===== src/rtl/fetch_unit_pkg.sv =====
// Shared fetch-stage types: instruction word, fetch/decode register and FSM states.
package fetch_unit_pkg;

    localparam int PC_W = 32;

    typedef struct packed {
        logic [31:0] bits;
    } instruction_s;

    // addi x0, x0, 0
    localparam instruction_s NOP = instruction_s'(32'h0000_0013);

    typedef struct packed {
        logic         valid;
        logic [PC_W-1:0] pc;
        instruction_s instruction_fd;
    } fd_s;

    typedef enum logic [1:0] {
        S_IDLE = 2'd0,
        S_REQ  = 2'd1,
        S_FULL = 2'd2
    } fetch_state_e;

endpackage


===== src/rtl/fetch_skid.sv =====
// One-entry skid buffer holding an instruction that arrived while decode was stalled.
module fetch_skid
    import fetch_unit_pkg::*;
#(
    parameter int ADDR_W = 10
) (
    input  logic              clk,
    input  logic              n_reset,
    input  logic              load_i,
    input  logic              drain_i,
    input  logic              flush_i,
    input  logic [ADDR_W-1:0] pc_i,
    input  instruction_s      instr_i,
    output logic              full_o,
    output logic [ADDR_W-1:0] pc_o,
    output instruction_s      instr_o
);

    logic              full_q;
    logic [ADDR_W-1:0] pc_q;
    instruction_s      instr_q;

    // flush beats load beats drain
    always_ff @(posedge clk or negedge n_reset) begin
        if (!n_reset) begin
            full_q  <= 1'b0;
            pc_q    <= '0;
            instr_q <= NOP;
        end else if (flush_i) begin
            full_q  <= 1'b0;
        end else if (load_i) begin
            full_q  <= 1'b1;
            pc_q    <= pc_i;
            instr_q <= instr_i;
        end else if (drain_i) begin
            full_q  <= 1'b0;
        end
    end

    assign full_o  = full_q;
    assign pc_o    = pc_q;
    assign instr_o = instr_q;

endmodule


===== src/rtl/fetch_unit.sv =====
// Instruction fetch stage: PC sequencing, memory request handshake, stall skid and redirect flush.
module fetch_unit
    import fetch_unit_pkg::*;
#(
    parameter int                ADDR_W   = 10,
    parameter logic [ADDR_W-1:0] RESET_PC = '0
) (
    input  logic              clk,
    input  logic              n_reset,
    input  logic              bubble,
    input  logic              redirect_valid,
    input  logic [ADDR_W-1:0] redirect_pc,
    output logic              imem_req,
    output logic [ADDR_W-1:0] imem_addr,
    input  logic              imem_ack,
    input  instruction_s      imem_rdata,
    output fd_s               fd_s_o
);

    fetch_state_e      state_q, state_d;
    logic [ADDR_W-1:0] pc_q, pc_d;
    logic [ADDR_W-1:0] req_addr_q, req_addr_d;
    logic              drop_q, drop_d;
    fd_s               fd_q, fd_d;

    logic              ack;
    logic              skid_load, skid_drain, skid_flush;
    logic              skid_full;
    logic [ADDR_W-1:0] skid_pc;
    instruction_s      skid_instr;

    assign ack = imem_ack && (state_q == S_REQ);

    always_comb begin
        state_d    = state_q;
        pc_d       = pc_q;
        req_addr_d = req_addr_q;
        drop_d     = drop_q;
        fd_d       = fd_q;
        skid_load  = 1'b0;
        skid_drain = 1'b0;
        skid_flush = 1'b0;

        if (redirect_valid) begin
            fd_d.valid          = 1'b0;
            fd_d.instruction_fd = NOP;
            skid_flush          = 1'b1;
            pc_d                = redirect_pc;
            unique case (state_q)
                S_REQ: begin
                    // An in-flight request must complete; its data is discarded later.
                    if (ack) begin
                        req_addr_d = redirect_pc;
                        drop_d     = 1'b0;
                    end else begin
                        drop_d     = 1'b1;
                    end
                end
                default: begin
                    state_d    = S_REQ;
                    req_addr_d = redirect_pc;
                    drop_d     = 1'b0;
                end
            endcase
        end else begin
            unique case (state_q)
                S_IDLE: begin
                    state_d    = S_REQ;
                    req_addr_d = pc_q;
                end
                S_REQ: begin
                    if (!bubble) begin
                        fd_d.valid          = 1'b0;
                        fd_d.instruction_fd = NOP;
                    end
                    if (ack) begin
                        if (drop_q) begin
                            drop_d     = 1'b0;
                            req_addr_d = pc_q;
                        end else if (!bubble || !fd_q.valid) begin
                            // An empty fd has nothing to hold, so it takes the data directly.
                            fd_d = '{valid: 1'b1, pc: PC_W'(req_addr_q),
                                     instruction_fd: imem_rdata};
                            pc_d       = pc_q + ADDR_W'(1);
                            req_addr_d = pc_q + ADDR_W'(1);
                        end else begin
                            skid_load = 1'b1;
                            pc_d      = pc_q + ADDR_W'(1);
                            state_d   = S_FULL;
                        end
                    end
                end
                S_FULL: begin
                    if (!bubble && skid_full) begin
                        fd_d = '{valid: 1'b1, pc: PC_W'(skid_pc),
                                 instruction_fd: skid_instr};
                        skid_drain = 1'b1;
                        state_d    = S_REQ;
                        req_addr_d = pc_q;
                    end
                end
                default: begin
                    state_d = S_IDLE;
                end
            endcase
        end
    end

    always_ff @(posedge clk or negedge n_reset) begin
        if (!n_reset) begin
            state_q    <= S_IDLE;
            pc_q       <= RESET_PC;
            req_addr_q <= RESET_PC;
            drop_q     <= 1'b0;
            fd_q       <= '{valid: 1'b0, pc: '0, instruction_fd: NOP};
        end else begin
            state_q    <= state_d;
            pc_q       <= pc_d;
            req_addr_q <= req_addr_d;
            drop_q     <= drop_d;
            fd_q       <= fd_d;
        end
    end

    fetch_skid #(
        .ADDR_W (ADDR_W)
    ) u_skid (
        .clk     (clk),
        .n_reset (n_reset),
        .load_i  (skid_load),
        .drain_i (skid_drain),
        .flush_i (skid_flush),
        .pc_i    (req_addr_q),
        .instr_i (imem_rdata),
        .full_o  (skid_full),
        .pc_o    (skid_pc),
        .instr_o (skid_instr)
    );

    assign imem_req  = (state_q == S_REQ);
    assign imem_addr = req_addr_q;
    assign fd_s_o    = fd_q;

endmodule


===== config.mk =====
export PLATFORM = sky130hd
export DESIGN_NAME = fetch_unit
export DESIGN_NICKNAME = d
export VERILOG_FILES = /design/src/rtl/fetch_unit_pkg.sv /design/src/rtl/fetch_skid.sv /design/src/rtl/fetch_unit.sv
export SDC_FILE = /design/constraint.sdc
export NUM_CORES = 1
export LEC_CHECK = 0
export ABC_AREA = 1
export CORE_ASPECT_RATIO = 0.7
export CORE_MARGIN = 5
export CORE_UTILIZATION = 47
export DETAILED_ROUTE_END_ITERATION = 10
export GPL_ROUTABILITY_DRIVEN = 0
export PLACE_DENSITY = 0.77
export SYNTH_ARGS = -nofsm -noshare
export SYNTH_HDL_FRONTEND = slang
export SYNTH_SLANG_ARGS = --single-unit

===== constraint.sdc =====
create_clock -name clk -period 1.4 [get_ports clk]
set_clock_uncertainty 0.15 [all_clocks]
set_input_delay 0.42 -clock clk [delete_from_list [all_inputs] [get_ports clk]]
set_output_delay 0.42 -clock clk [all_outputs]
set_load 0.01 [all_outputs]

==> flow_summary.json, run 1 <==
{
  "drc": 0,
  "seqCellArea_um2": 2736,
  "power_density_nw_per_um2": 1050,
  "grt_pass1_vias": 6457,
  "final_cell_mix": "nand2_1, buf_4, dfrtp_1",
  "area_delta_synth_final_pct": 66.20,
  "whs_ps": 325.4,
  "rows": 34,
  "post-route-util_pct": 79.42,
  "synth_area_per_cell_um2": 7.119,
  "dp_hpwl_mm": 11.18,
  "dpl.cell_count": 1141,
  "synth-edff-count": 0,
  "cts_tree": "yes",
  "leakage_nw": 5.136,
  "cts_buffer_depth": 2,
  "rsz0062_at_grt": "yes",
  "critPathKind": "flip-flop to flip-flop",
  "wl_per_cell_um": 20.79,
  "root_buffer": "clkbuf_16",
  "ys.flop_type": "dfrtp_1",
  "fmax_ghz": 0.5188,
  "fill_cells": 654,
  "cts_num_sinks": 109,
  "synth_cell_type_count": 31,
  "track_usage_pct": 27.83,
  "clk_pin_slew_ps": 80,
  "layout_setup_ws_ps": -527.4,
  "slew_viol_final": 0,
  "finalSetupViolations": 163,
  "final_common_cell": "nand2_1",
  "start_kind": "flip-flop",
  "grt_start_max_net_pins": 45,
  "cp.required_ps": 1490,
  "ff2ff_setup_slack_ps": -530,
  "path_max_fanout": 5,
  "violations": "setup timing",
  "wl_mm": 25.74,
  "yosysSeqAreaShare_pct": 46.24,
  "crit_slowest_cell": "dfrtp_1",
  "core_region_area_um2": 12380,
  "clock_latency_ps": 360,
  "ir_drop_mv": 0.6332,
  "stdcell_count": 1238,
  "syn_inst": 831,
  "fin_crit_ps": 1927,
  "critPathCaptureType": "flip-flop",
  "routed_via_density": 5.790,
  "dieWidth_um": 144.1,
  "min_period_over_period_pct": 137.7,
  "grt_remaining_overflow": 0,
  "netlist_area_um2": 5916,
  "critPathArrivalTime_ps": 2020,
  "hold_violations": 0,
  "die_y_um": 103.9,
  "antenna_found_initial": 0,
  "worst_path_most_repeated_cell": "nand2_1",
  "ys_warn_count": 0,
  "multi_input_area_um2": 3598,
  "fin_nets": 1118,
  "cp_slowest_stage_delay_ps": 450,
  "yosys_register_bits": 109,
  "max_cap_violations": 0,
  "io_buffers": 100,
  "die_area_um2": 14970,
  "vias": 7168,
  "initial_utilization_pct": 47.79,
  "status": "finished, violations left",
  "hold_path_class": "input pin to async pin",
  "numCtsBuffers": 9,
  "drt_pass1_iterations": 6,
  "grt_first_pass_wirelength_mm": 33.21,
  "synthArstFlopShare_pct": 100.0,
  "worstPathCellList": "nor2_4 > nand2_2 > nor2_4 > buf_6 > clkbuf_16 > nand2_2 > nand2_1 > nand2_1 > nand2_1 > nand2_1",
  "htree_levels": 3,
  "num_io_pins": 123,
  "dp_slack_ps": -768.0,
  "drive_gt1_share_pct": 42.79,
  "drtAntennaViolNets": 0,
  "drtIter0Drc": 808
}
==> path summary, 6_finish.rpt <==
check / cells after the start / end / startpoint
hold reg to reg: 2 / u_skid.instr_o[1] / u_skid.instr_o[1]
hold / removal: 2 / imem_addr[3] / n_reset
min in group clk: 2 / u_skid.instr_o[1] / u_skid.instr_o[1]
setup reg to reg: 10 / fd_s_o[27] / state_q[1]
max in group asynchronous: 3 / u_skid.instr_o[10] / n_reset
setup / recovery: 10 / fd_s_o[27] / state_q[1]
==> synthesized netlist by cell type (6+ instances only) <==
library cell	count	area [um2]
a21oi_1	44	220.2
buf_2	18	90.09
buf_4	26	195.2
buf_6	7	78.83
clkbuf_1	11	41.29
dfrtp_1	103	2577
dfstp_2	6	157.7
inv_1	68	255.2
inv_2	7	26.28
nand2_1	336	1261
nand3_1	16	80.08
nor2_1	73	274.0
o21ai_0	53	265.3
o21ai_1	34	170.2
==> registers in the layout, summed over array words and instances (netlist names) <==
signal          cells
u_skid.pc_o        10
drop_q              1
state_q             2
fd_s_o             43
u_skid.full_o       1
u_skid.instr_o     32
pc_q               10
imem_addr          10
==> kinds of logic (layout without fill, tap and decap cells) <==
| kind of cell | Yosys count | after routing | synth area share, % |
|---|---|---|---|
| simple gates | 440 | 443 | 29.27 |
| other cells | 1 | 23 | 0.06339 |
| xor+xnor | 2 | 2 | 0.2962 |
| flops | 109 | 109 | 46.24 |
| fa+ha+maj | 1 | 1 | 0.2115 |
| buf+inv | 139 | 359 | 11.76 |
| compound gates | 139 | 139 | 12.16 |
==> layer usage <==
| metal | share of wire (%) | track usage (%) | vias up |
|---|---|---|---|
| li1 | - | - | 3024 |
| met1 | 36 | 37.19 | 3362 |
| met2 | 45 | 43.09 | 589 |
| met3 | 11 | 7.031 | 193 |
| met4 | 7.1 | 11.36 | 0 |
| met5 | 0 | 0 | - |
==> timing repair <==
action                                  in CTS  in global routing
hold buffers                                 1                  0
endpoints found under the setup margin     162                163
pin swaps                                   22                 60
gates resized for setup                    387                210
cloned                                      17                  5
setup buffers                               41                 31
endpoints found under the hold margin       13                  0
==> final cells by class <==
type                    instances  share of cell area (%)
inverters                      75                   3.118
diodes                          1                 0.02545
clock buffers                  12                   2.609
multi-input cells             607                   36.60
clock inverters                 4                  0.7126
well taps                     162                   2.062
repair buffers                268                   27.04
flip-flops and latches        109                   27.83
==> stage by stage <==
| stage | power [mW] | instance area (um2) | setup TNS (ps) |
|---|---|---|---|
| global route | 10.68 | 9829 | -44680 |
| detailed placement | 6.148 | 7645 | -77900 |
| global placement | 6.067 | 7645 | -74390 |
| finish | 10.32 | 9832 | -39060 |
| CTS | 9.340 | 9036 | -27980 |
| floorplan | 5.109 | 6093 | -12330 |
==> report_power, final <==
part	leakage, nW	internal (mW)	switching (mW)
clock network	0.163	1.67	1.24
logic	3.61	1.53	1.75
registers	1.37	3.68	0.457
total	5.14	6.87	3.45
==> worst max-delay path: cells and delay by family (launching register included) <==
family	cells	cell delay [ps]
buffers and inverters	2	320
flip-flops	1	450
AND/OR/NAND/NOR	8	870
Power figures use the tool's default switching activity.
==> run 2, diff against run 1 <==
--- a/config.mk
+++ b/config.mk
@@ -12,6 +12,7 @@
 export DETAILED_ROUTE_END_ITERATION = 10
 export GPL_ROUTABILITY_DRIVEN = 0
 export PLACE_DENSITY = 0.77
+export SLEW_MARGIN = 20
 export SYNTH_ARGS = -nofsm -noshare
 export SYNTH_HDL_FRONTEND = slang
 export SYNTH_SLANG_ARGS = --single-unit
==> results of run 2 <==
Same layout as run 1: the final DEF is identical, and so are final timing and power.
